## config.mk

```make
export PLATFORM = sky130hd
export DESIGN_NAME = membus_arb
export DESIGN_NICKNAME = d
export VERILOG_FILES = /design/src/rtl/membus_arb.sv
export SDC_FILE = /design/constraint.sdc
export NUM_CORES = 1
export LEC_CHECK = 0
export BUFFER_PORTS_ARGS = -buffer_cell sky130_fd_sc_hd__buf_2
export CAP_MARGIN = 20
export CORE_AREA = 5 5 136 138
export CTS_BUF_LIST = sky130_fd_sc_hd__clkbuf_2
export CTS_CLUSTER_SIZE = 8
export DETAILED_ROUTE_END_ITERATION = 6
export DIE_AREA = 0 0 141 143
export GPL_TIMING_DRIVEN = 0
export PLACE_DENSITY = 0.73
export RECOVER_POWER = 100
export SETUP_SLACK_MARGIN = 0.4
export SLEW_MARGIN = 15
export SYNTH_ARGS = -nofsm -noshare
export SYNTH_HDL_FRONTEND = slang
export SYNTH_SLANG_ARGS = --single-unit
```

## constraint.sdc

```tcl
create_clock -name clk -period 8.35 [get_ports clk]
set_input_delay 0.835 -clock clk [delete_from_list [all_inputs] [get_ports clk]]
set_output_delay 0.835 -clock clk [all_outputs]
set_load 0.005 [all_outputs]
```

## src/rtl/membus_arb.sv

```systemverilog
`default_nettype none
// ============================================================================
// membus_arb : fixed-priority memory bus arbiter, read/write/read-modify-write
// Rev 1.0
// ============================================================================
module membus_arb #(
  parameter int NPORT = 4,
  parameter int TMO   = 64
) (
  input  logic                 clk,
  input  logic                 reset,
  input  logic [NPORT-1:0]     rq_cyc,
  input  logic [NPORT-1:0]     rd_rq,
  input  logic [NPORT-1:0]     wr_rq,
  input  logic [NPORT-1:0]     wr_rs,
  input  logic [15*NPORT-1:0]  ma,
  input  logic [36*NPORT-1:0]  mb_in,
  output logic [NPORT-1:0]     addr_ack,
  output logic [NPORT-1:0]     rd_rs,
  output logic [35:0]          mb_out,
  output logic                 core_rd,
  output logic                 core_wr,
  output logic [14:0]          core_addr,
  output logic [35:0]          core_wdata,
  input  logic [35:0]          core_rdata,
  input  logic                 core_done
);

  localparam int c_PW = (NPORT > 1) ? $clog2(NPORT) : 1;
  localparam int c_CW = $clog2(TMO + 1);

  localparam logic [2:0] c_IDLE   = 3'd0;
  localparam logic [2:0] c_ACK    = 3'd1;
  localparam logic [2:0] c_RD     = 3'd2;
  localparam logic [2:0] c_WAITWR = 3'd3;
  localparam logic [2:0] c_WR     = 3'd4;
  localparam logic [2:0] c_REL    = 3'd5;

  logic [2:0]       r_state;
  logic [c_PW-1:0]  r_port;
  logic             r_rd;
  logic             r_wr;
  logic [14:0]      r_addr;
  logic [35:0]      r_wdata;
  logic [35:0]      r_mb_out;
  logic [NPORT-1:0] r_rd_rs;
  logic [c_CW-1:0]  r_cnt;

  logic [NPORT-1:0] w_valid;
  logic             w_gnt_found;
  logic [c_PW-1:0]  w_gnt_port;
  logic [NPORT-1:0] w_sel;
  logic [35:0]      w_mb_sel;
  logic             w_rq_own;
  logic             w_wrs_own;
  logic             w_timeout;

  // A cycle request without a read or write qualifier is not a request.
  assign w_valid = rq_cyc & (rd_rq | wr_rq);

  // Scan downward so the lowest-numbered valid port is the last one written.
  always_comb begin
    w_gnt_found = 1'b0;
    w_gnt_port  = '0;
    for (int i = NPORT - 1; i >= 0; i--) begin
      if (w_valid[i]) begin
        w_gnt_found = 1'b1;
        w_gnt_port  = c_PW'(i);
      end
    end
  end

  always_comb begin
    w_sel = '0;
    for (int i = 0; i < NPORT; i++) begin
      w_sel[i] = (r_port == c_PW'(i));
    end
  end

  assign w_mb_sel  = mb_in[36*r_port +: 36];
  assign w_rq_own  = rq_cyc[r_port];
  assign w_wrs_own = wr_rs[r_port];
  assign w_timeout = (r_cnt == c_CW'(TMO - 1));

  always_ff @(posedge clk or posedge reset) begin
    if (reset) begin
      r_state  <= c_IDLE;
      r_port   <= '0;
      r_rd     <= 1'b0;
      r_wr     <= 1'b0;
      r_addr   <= '0;
      r_wdata  <= '0;
      r_mb_out <= '0;
      r_rd_rs  <= '0;
      r_cnt    <= '0;
    end else begin
      r_rd_rs <= '0;
      case (r_state)
        c_IDLE: begin
          if (w_gnt_found) begin
            r_port  <= w_gnt_port;
            r_addr  <= ma[15*w_gnt_port +: 15];
            r_rd    <= rd_rq[w_gnt_port];
            r_wr    <= wr_rq[w_gnt_port];
            r_state <= c_ACK;
          end
        end
        c_ACK: begin
          if (r_rd) begin
            r_state <= c_RD;
          end else begin
            r_wdata <= w_mb_sel;
            r_state <= c_WR;
          end
        end
        c_RD: begin
          // Read data is also staged as write data so an abandoned RMW restores it.
          if (core_done) begin
            r_mb_out <= core_rdata;
            r_wdata  <= core_rdata;
            r_rd_rs  <= w_sel;
            r_cnt    <= '0;
            r_state  <= r_wr ? c_WAITWR : c_REL;
          end
        end
        c_WAITWR: begin
          if (w_wrs_own) begin
            r_wdata <= w_mb_sel;
            r_state <= c_WR;
          end else if (w_timeout || !w_rq_own) begin
            r_state <= c_WR;
          end else begin
            r_cnt <= r_cnt + c_CW'(1);
          end
        end
        c_WR: begin
          if (core_done) begin
            r_state <= c_REL;
          end
        end
        c_REL: begin
          if (!w_rq_own) begin
            r_rd    <= 1'b0;
            r_wr    <= 1'b0;
            r_state <= c_IDLE;
          end
        end
        default: r_state <= c_IDLE;
      endcase
    end
  end

  assign addr_ack   = (r_state == c_ACK) ? w_sel : '0;
  assign rd_rs      = r_rd_rs;
  assign mb_out     = r_mb_out;
  assign core_rd    = (r_state == c_RD);
  assign core_wr    = (r_state == c_WR);
  assign core_addr  = r_addr;
  assign core_wdata = r_wdata;

endmodule
`default_nettype wire

```

Word level (Yosys, flattened, before mapping)
Index checks and enable logic that the tools add are counted.
{"block": "op_classes", "addsub": 1, "n_mul": 2, "div": 0, "order_cmp": 2, "eq_ne": 18, "shifts": 2, "mux": 41, "n_bitwise": 2, "reduce_logical": 13}
{"op": "$shiftx A144 B9 Y36", "count": 1}
{"op": "$mux W36", "count": 3}
{"op": "$pmux W36 S3", "count": 1}
{"op": "$shiftx A60 B7 Y15", "count": 1}
{"op": "$mux W3", "count": 8}
{"op": "$mux W7", "count": 3}
{"op": "$pmux W3 S6", "count": 1}
{"op": "$pmux W7 S2", "count": 1}
{"op": "$mul A4 B2 Y6 const A", "count": 2}
{"op": "$mux W4", "count": 3}
{"op": "$ne A2 B2 Y1 const B", "count": 6}
{"op": "$mux W1", "count": 11}
{"op": "$bmux W1 S2", "count": 4}
{"op": "$mux W2", "count": 4}
{"op": "$reduce_and A4 Y1", "count": 2}
{"op": "$add A7 B1 Y7 const B", "count": 1}
{"op": "$eq A7 B6 Y1 const B", "count": 1}
{"op": "$eq A3 B2 Y1 const B", "count": 2}
{"op": "$eq A3 B3 Y1 const B", "count": 2}
{"op": "$lt A2 B3 Y1 const B", "count": 2}
{"op": "$reduce_and A5 Y1", "count": 1}
{"op": "$and A4 B4 Y4", "count": 1}
{"op": "$eq A2 B2 Y1 const B", "count": 2}
{"op": "$ne A2 B1 Y1 const B", "count": 2}
{"op": "13 further kinds", "count": 16}
{"block": "word_totals", "register_bits": 105, "latchBits": 0, "ramBits": 0, "rom_bits": 0, "inputBits": 259, "out_inout_bits": 97, "mem_count": 0}

Longest topological paths before layout
Gate-level depths: netlist of the first run.
{"block": "depth", "ltp_word": 10, "ltp_mapped": 7}

Least setup slack after synthesis of the first run
Ideal clock, no wire load.
{"block": "synth_path", "path_kind": "input-to-reg", "from": "in wr_rs[3]", "to": "reg r_cnt[6]", "setup_ns": 0.126, "arrival_time_ns": 2.171, "required_time_ns": 8.224, "setup_slack_ns": 6.053, "cell_stages": 5, "path_buffers": 1, "cell_sequence": "mux4_2 > nand2b_4 > buf_6 > or2_2 > o311a_1"}
{"block": "synth_between", "elab_chain_cells": 4}
{"element": "start: declaration", "line": "15", "text": "input logic [NPORT-1:0] wr_rs,"}
{"element": "$bmux W1 S2", "line": "82", "text": "assign w_wrs_own = wr_rs[r_port];"}
{"element": "$mux W1 (not written as such)", "line": "82"}
{"element": "$ne A2 B2 Y1 (no line)"}
{"element": "$reduce_and A4 Y1 (no line)"}
{"element": "end signal: assignment", "line": "133", "text": "r_cnt <= r_cnt + c_CW'(1);"}
{"element": "end: declaration", "line": "47", "text": "logic [c_CW-1:0] r_cnt;"}
No other way between the ends. The select of a mux whose other input is x is not followed.
A chain may end at the register's enable or synchronous reset.

==> results_dict.tcl, run 1 <==
set metrics [dict create \
    place.port_buffers 355 \
    power-per-cell-area_mw_per_mm2 287 \
    root_buffer "sky130_fd_sc_hd__clkbuf_2" \
    row_count 48 \
    synth-adder-area-share 0.00209 \
    result_of_the_run "complete, but fails checks" \
    gp_routability_congestion 0.938 \
    tritoncts "built" \
    die_area_mm2 0.0202 \
    postCtsSetupBuffers 0 \
    worstPathCellList "buf_2 > clkinvlp_2 > clkbuf_1" \
    worstPathArrival_ps 4690 \
    yosys.cell_types.count 43 \
    ys_dominant_reg_cell "sky130_fd_sc_hd__dfrtp_1" \
    synth-seq-area-share 0.439 \
    leakage_nw 3.79 \
    crit_fanout 66 \
    post_route_cells_drive_above_1_share 0.348 \
    finalClockSkew_ps 46.0 \
    yosys.area.top_type_share 0.439 \
    postSynthRegisterBits 105 \
    worst_hold_path_type "input port to register" \
    clk_latency_ps 610 \
    netlist_instances 618 \
    post_drt_via_cell_ratio 5.27 \
    rsz0062_at_grt "false" \
    mux_share_of_post_synthesis_cell_area 0.205 \
    numClockSinks 105 \
    max-cap-violations 3 \
    cts_resized 0 \
    fillCellCount 1700 \
    worst_slew_pin_slew_ps 3580 \
    summed_instance_area_of_the_synthesized_netlist_mm2 0.00599 \
    mostFrequentLayoutCells "sky130_fd_sc_hd__buf_2 (283), sky130_fd_sc_hd__nand2_1 (165), sky130_fd_sc_hd__clkbuf_1 (119)" \
    grt_antenna_before_repair 2 \
    die_width_um 141 \
    yosysTopAreaCell "sky130_fd_sc_hd__dfrtp_1" \
    synth_compound_gate_area_share 0.135 \
    max_clock_freq_ghz 0.212 \
    critical-path-slowest-cell "sky130_fd_sc_hd__clkbuf_1" \
    basic_gate_share_of_the_synthesized_area_counting_and_or_nand_and_nor_cells 0.182 \
    worst-setup-path-type "input port to async pin" \
    crit_path_max_incr_delay_ps 2590 \
    first_pass_iters 5 \
    post_synth_xor_area_fraction 0 \
    drtIter0Drc 354 \
    crit_required_ps 8330 \
    design.portCount 356 \
    total_power_mw 2.32 \
    slew_viol_final 118 \
    overflow 0 \
    grt_pass1_vias 6573 \
    ir_worst_vdd_mv 0.125 \
    number_of_enable_flip_flop_cells_after_synthesis 0 \
    post_synth_main_area_contributors "sky130_fd_sc_hd__dfrtp_1 (44%), sky130_fd_sc_hd__mux4_2 (14%), sky130_fd_sc_hd__nand2_1 (10%)" \
    clock_pin_slew_on_the_worst_setup_and_hold_paths_ps 350 \
    violations "capacitance limit, slew limit" \
    postRouteAntennaNets 0 \
    synth.avg_cell_area_um2 9.69 \
    stdcell_area_mm2 0.00808 \
    report.final.hold_viol_count 0 \
    area_growth_pct 34.9 \
    setup_viol 0 \
    dpl.hpwl_mm 19.4 \
    floorplan.die.height_um 143 \
    overall_global_routing_usage 0.229 \
    tns_ps 0 \
    vias 6409 \
    route.detailed.drc 0 \
    cts-hold-fix-buffers 0 \
    max-slew-margin-rel -1.39 \
    core_area_mm2 0.0171 \
    synth_async_sr_flop_share 1.00 \
    synth_warnings 0 \
    period_minus_slack_ps 4720 \
    drt-total-wl_mm 24.0 \
    pin_count_of_the_biggest_net_entering_global_routing 67 \
    grt_first_pass_wirelength_mm 35.8 \
    main_combinational_cell_family_by_area_after_synthesis "multiplexers" \
    syn-num-nets 878 \
    floorplan.initialDensity 0.351 \
    clk_path_buf_depth 2 \
    drt-wirelength-per-cell_um 19.7 \
    clock_tree.htree_level_count 3 \
    final_common_cell "sky130_fd_sc_hd__buf_2" \
    cts_bufs_inserted 9 \
    timing.critical_path.to_type "async pin" \
    post-route-period-util 0.565 \
    placed_area_mm2 0.00808 \
    nNetsFinal 1245 \
    timing.critical_path.from_type "input port" \
]
worst paths after layout:
kind | end | slack [ps] | cells after the start | startpoint
worst max-delay path | core_wdata[31] | 3630 | 3 | reset
worst min-delay path | mb_out[15] | 370 | 3 | core_rdata[15]
worst max register to register | core_wdata[33] | 4900 | 5 | r_port[1]
worst min register to register | core_wdata[4] | 510 | 2 | core_wdata[4]
max in group clk | core_rd | 4620 | 6 | r_state[1]
min in group asynchronous | mb_out[24] | 640 | 2 | reset
metal layers:
metal	vias to the layer above	track usage	routed length, um
met2	336	0.401	12000
met5	-	0	13
li1	2955	-	-
met4	2	0.0826	690
met3	44	0.0596	2220
met1	3072	0.273	9000
cells by family (layout without fill, tap and decap cells):
group                    count (synthesis)  in the layout
buffers and inverters                   53            425
multiplexers                            75             75
AO/OA/AOI/OAI                          127            127
adder cells (fa/ha/maj)                  1              1
other                                    0              1
flip-flops                             105            105
AND/OR/NAND/NOR                        257            257
synth_stat cells, types with 3 or more instances:
cell type,instances
sky130_fd_sc_hd__a21o_1,14
sky130_fd_sc_hd__a21oi_1,6
sky130_fd_sc_hd__a31oi_1,4
sky130_fd_sc_hd__a41oi_1,15
sky130_fd_sc_hd__buf_2,13
sky130_fd_sc_hd__clkbuf_1,33
sky130_fd_sc_hd__dfrtp_1,105
sky130_fd_sc_hd__inv_1,4
sky130_fd_sc_hd__mux2i_1,37
sky130_fd_sc_hd__mux4_2,38
sky130_fd_sc_hd__nand2_1,165
sky130_fd_sc_hd__nand3_1,37
sky130_fd_sc_hd__nand3b_1,3
sky130_fd_sc_hd__nor2_1,30
sky130_fd_sc_hd__nor2b_1,3
sky130_fd_sc_hd__nor3_1,6
sky130_fd_sc_hd__o211ai_1,3
sky130_fd_sc_hd__o21a_1,3
sky130_fd_sc_hd__o21ai_0,64
sky130_fd_sc_hd__o21ai_1,3
sky130_fd_sc_hd__o31ai_1,3
sky130_fd_sc_hd__or2_2,3
per-stage QoR:
step | setup slack (ps) | std cells | hold slack, ps | utilization
final | 3630 | 1216 | 368 | 0.474
after detailed placement | 5260 | 1199 | 457 | 0.474
after global placement | 3330 | 1198 | 453 | 0.472
after global routing | 2780 | 1216 | 303 | 0.474
after CTS | 4770 | 1215 | 99.1 | 0.483
after floorplan | 4750 | 618 | 470 | -
critical path, delay by kind of cell:
kind / cells / cell delay (ps)
buffers and inverters: 3 / 3770
power by group:
part           internal, mW  leakage (nW)  total, mW  switching [mW]
clock network         0.105        0.0883      0.298           0.193
logic                 0.507          2.39       1.16           0.657
registers             0.730          1.31      0.860           0.130
total                  1.34          3.79       2.32           0.980
flip-flops by register name, indices dropped and copies added, names as in the netlist:
name,cells
core_addr,15
core_wdata,36
mb_out,36
r_cnt,7
r_port,2
r_rd,1
r_state,3
r_wr,1
rd_rs,4
layout make-up:
class,count,area [um^2],area share
plain buffers,49,201,0.0249
inverters,4,16.3,0.00201
clock inverters,7,104,0.0129
multi-input cells,460,3120,0.386
diodes,1,2.50,0.000310
clock buffers,9,45.0,0.00557
well taps,225,282,0.0348
flip-flops and latches,105,2630,0.325
repair buffers,356,1680,0.208
(Power assumes the default switching activity.)
==> inputs of run 2 (changes only) <==
PLACE_DENSITY = 0.76   (was 0.73)
clock period = 4.32 ns   (was 8.35 ns; I/O delays follow)
==> results_dict.tcl, run 2 (same netlist as run 1, synthesis figures left out) <==
set metrics [dict create \
    overall_global_routing_usage 0.233 \
    crit_required_ps 3890 \
    regToRegEndpoint "core_wdata[31]" \
    floorplan.die.height_um 143 \
    drtIter0Drc 434 \
    reg2reg_from "r_port[1]" \
    timing.critical_path.to_type "output pin" \
    report.final.hold_viol_count 0 \
    multi_input_comb_area_mm2 0.00313 \
    critical_path.n_buffers_inverters 5 \
    critical-path-slowest-cell "sky130_fd_sc_hd__clkbuf_1" \
    rsz0062_at_grt "false" \
    tns_ps 0 \
    numClockSinks 105 \
    post_drt_via_cell_ratio 5.26 \
    worst-setup-path-type "register to output pin" \
    setup_viol 0 \
    max-cap-violations 2 \
    post_route_cells_drive_above_1_share 0.331 \
    tritoncts "built" \
    worstPathArrival_ps 2860 \
    vias 6731 \
    worst_path_dominant_cell_family "buffers and inverters" \
    grt_first_pass_wirelength_mm 36.7 \
    die_width_um 141 \
    ir_worst_vdd_mv 0.321 \
    worst_hold_path_type "input port to register" \
    place.port_buffers 355 \
    dpl.hpwl_mm 19.4 \
    period_minus_slack_ps 3290 \
    worst_r2r_path_depth 5 \
    floorplan.initialDensity 0.351 \
    grt_antenna_before_repair 3 \
    seq_area_mm2 0.00263 \
    leakage_nw 4.03 \
    timing.critical_path.from_type "register" \
    drt-wirelength-per-cell_um 19.2 \
    grt_pass1_vias 6760 \
    post-route-period-util 0.762 \
    worstSetupStartpoint "r_state[1]" \
    cts_bufs_inserted 9 \
    worst_slew_pin_slew_ps 1750 \
    reg2reg_setup_slack_ps 1230 \
    max-slew-margin-rel -0.175 \
    drt-total-wl_mm 24.6 \
    area_growth_pct 45.1 \
    clk_path_buf_depth 2 \
    hold_depth 3 \
    core_area_mm2 0.0171 \
    row_count 48 \
    crit_path_max_incr_delay_ps 600 \
    clk_latency_ps 620 \
    clock_pin_slew_on_the_worst_setup_and_hold_paths_ps 320 \
    finalClockSkew_ps 30.1 \
    clock_tree.htree_level_count 3 \
    max_clock_freq_ghz 0.304 \
    worstPathCellList "clkbuf_1 > inv_1 > nor3_1 > buf_2 > clkbuf_1 > buf_2" \
    final_common_cell "sky130_fd_sc_hd__buf_2" \
    cp_num_cells 6 \
    fillCellCount 1588 \
    root_buffer "sky130_fd_sc_hd__clkbuf_2" \
    worst_setup_path_endpoint "core_rd" \
    design.portCount 356 \
    mostFrequentLayoutCells "sky130_fd_sc_hd__buf_2 (283), sky130_fd_sc_hd__nand2_1 (165), sky130_fd_sc_hd__clkbuf_1 (117)" \
    postRouteAntennaNets 0 \
    violations "capacitance limit, slew limit" \
    route.detailed.drc 0 \
    first_pass_iters 7 \
    pin_count_of_the_biggest_net_entering_global_routing 70 \
    power-per-cell-area_mw_per_mm2 525 \
    nNetsFinal 1307 \
    result_of_the_run "complete, but fails checks" \
    gp_routability_congestion 0.878 \
    die_area_mm2 0.0202 \
    overflow 0 \
    final_core_util 0.510 \
    crit_fanout 10 \
    slew_viol_final 108 \
]
[run 2: cell types whose count changed in the layout (fill, tap and decap cells not counted), sizes merged]
cell / change
bufinv: -2
inv: -3
dlygate4sd3: +62
diode: +1
clkinv: +5
[run 2: worst min-delay path: stages]
cell,delay (ps)
sky130_fd_sc_hd__buf_2,110
sky130_fd_sc_hd__nand3_1,70
sky130_fd_sc_hd__a41oi_1,110
[run 2: worst min path at each step]
stage	startpoint	end	slack, ps
after global routing	ma[24]	core_addr[9]	7
after global placement	mb_out[19]	mb_out[19]	450
after detailed placement	reset	mb_out[27]	450
after floorplan	mb_out[0]	mb_out[0]	470
after CTS	core_rdata[4]	mb_out[4]	1
final	ma[19]	core_addr[4]	90
[run 2: area by class of cell]
| cell class | instances | share of cell area |
|---|---|---|
| multi-input cells | 460 | 0.359 |
| flip-flops and latches | 105 | 0.302 |
| repair buffers | 418 | 0.265 |
| well taps | 225 | 0.0324 |
| plain buffers | 49 | 0.0235 |
| clock inverters | 7 | 0.00993 |
| clock buffers | 9 | 0.00518 |
| inverters | 4 | 0.00187 |
| diodes | 2 | 0.000576 |
[run 2: power by group]
group	internal, mW	total, mW	switching [mW]
combinational	1.10	2.40	1.30
sequential	1.41	1.67	0.263
clock	0.102	0.493	0.391
total	2.61	4.56	1.95
[run 2: what timing repair did]
item	CTS	global route
endpoints found under the setup margin	0	0
endpoints found under the hold margin	87	2
buffers inserted	0	0
hold buffers	60	2
resized for setup	0	0
[run 2: per-stage QoR]
step | cell area, um^2 | power [mW] | hold WS, ps | setup WS [ps] | cells
after detailed placement | 8080 | 4.06 | 453 | 1160 | 1199
after CTS | 8810 | 4.69 | 1.41 | 1100 | 1275
after global placement | 8050 | 3.99 | 454 | -284 | 1198
after floorplan | 5990 | 3.03 | 470 | 1130 | 618
after global routing | 8690 | 4.94 | 6.93 | 701 | 1279
final | 8690 | 4.56 | 93.5 | 1030 | 1279
[run 2: layer usage]
metal  global-route usage  up-vias  wire, um
met5                    0        -        14
met4               0.0739        4       614
met3               0.0646       41      2450
met2                0.402      391     12300
met1                0.284     3207      9190
li1                     -     3088         -
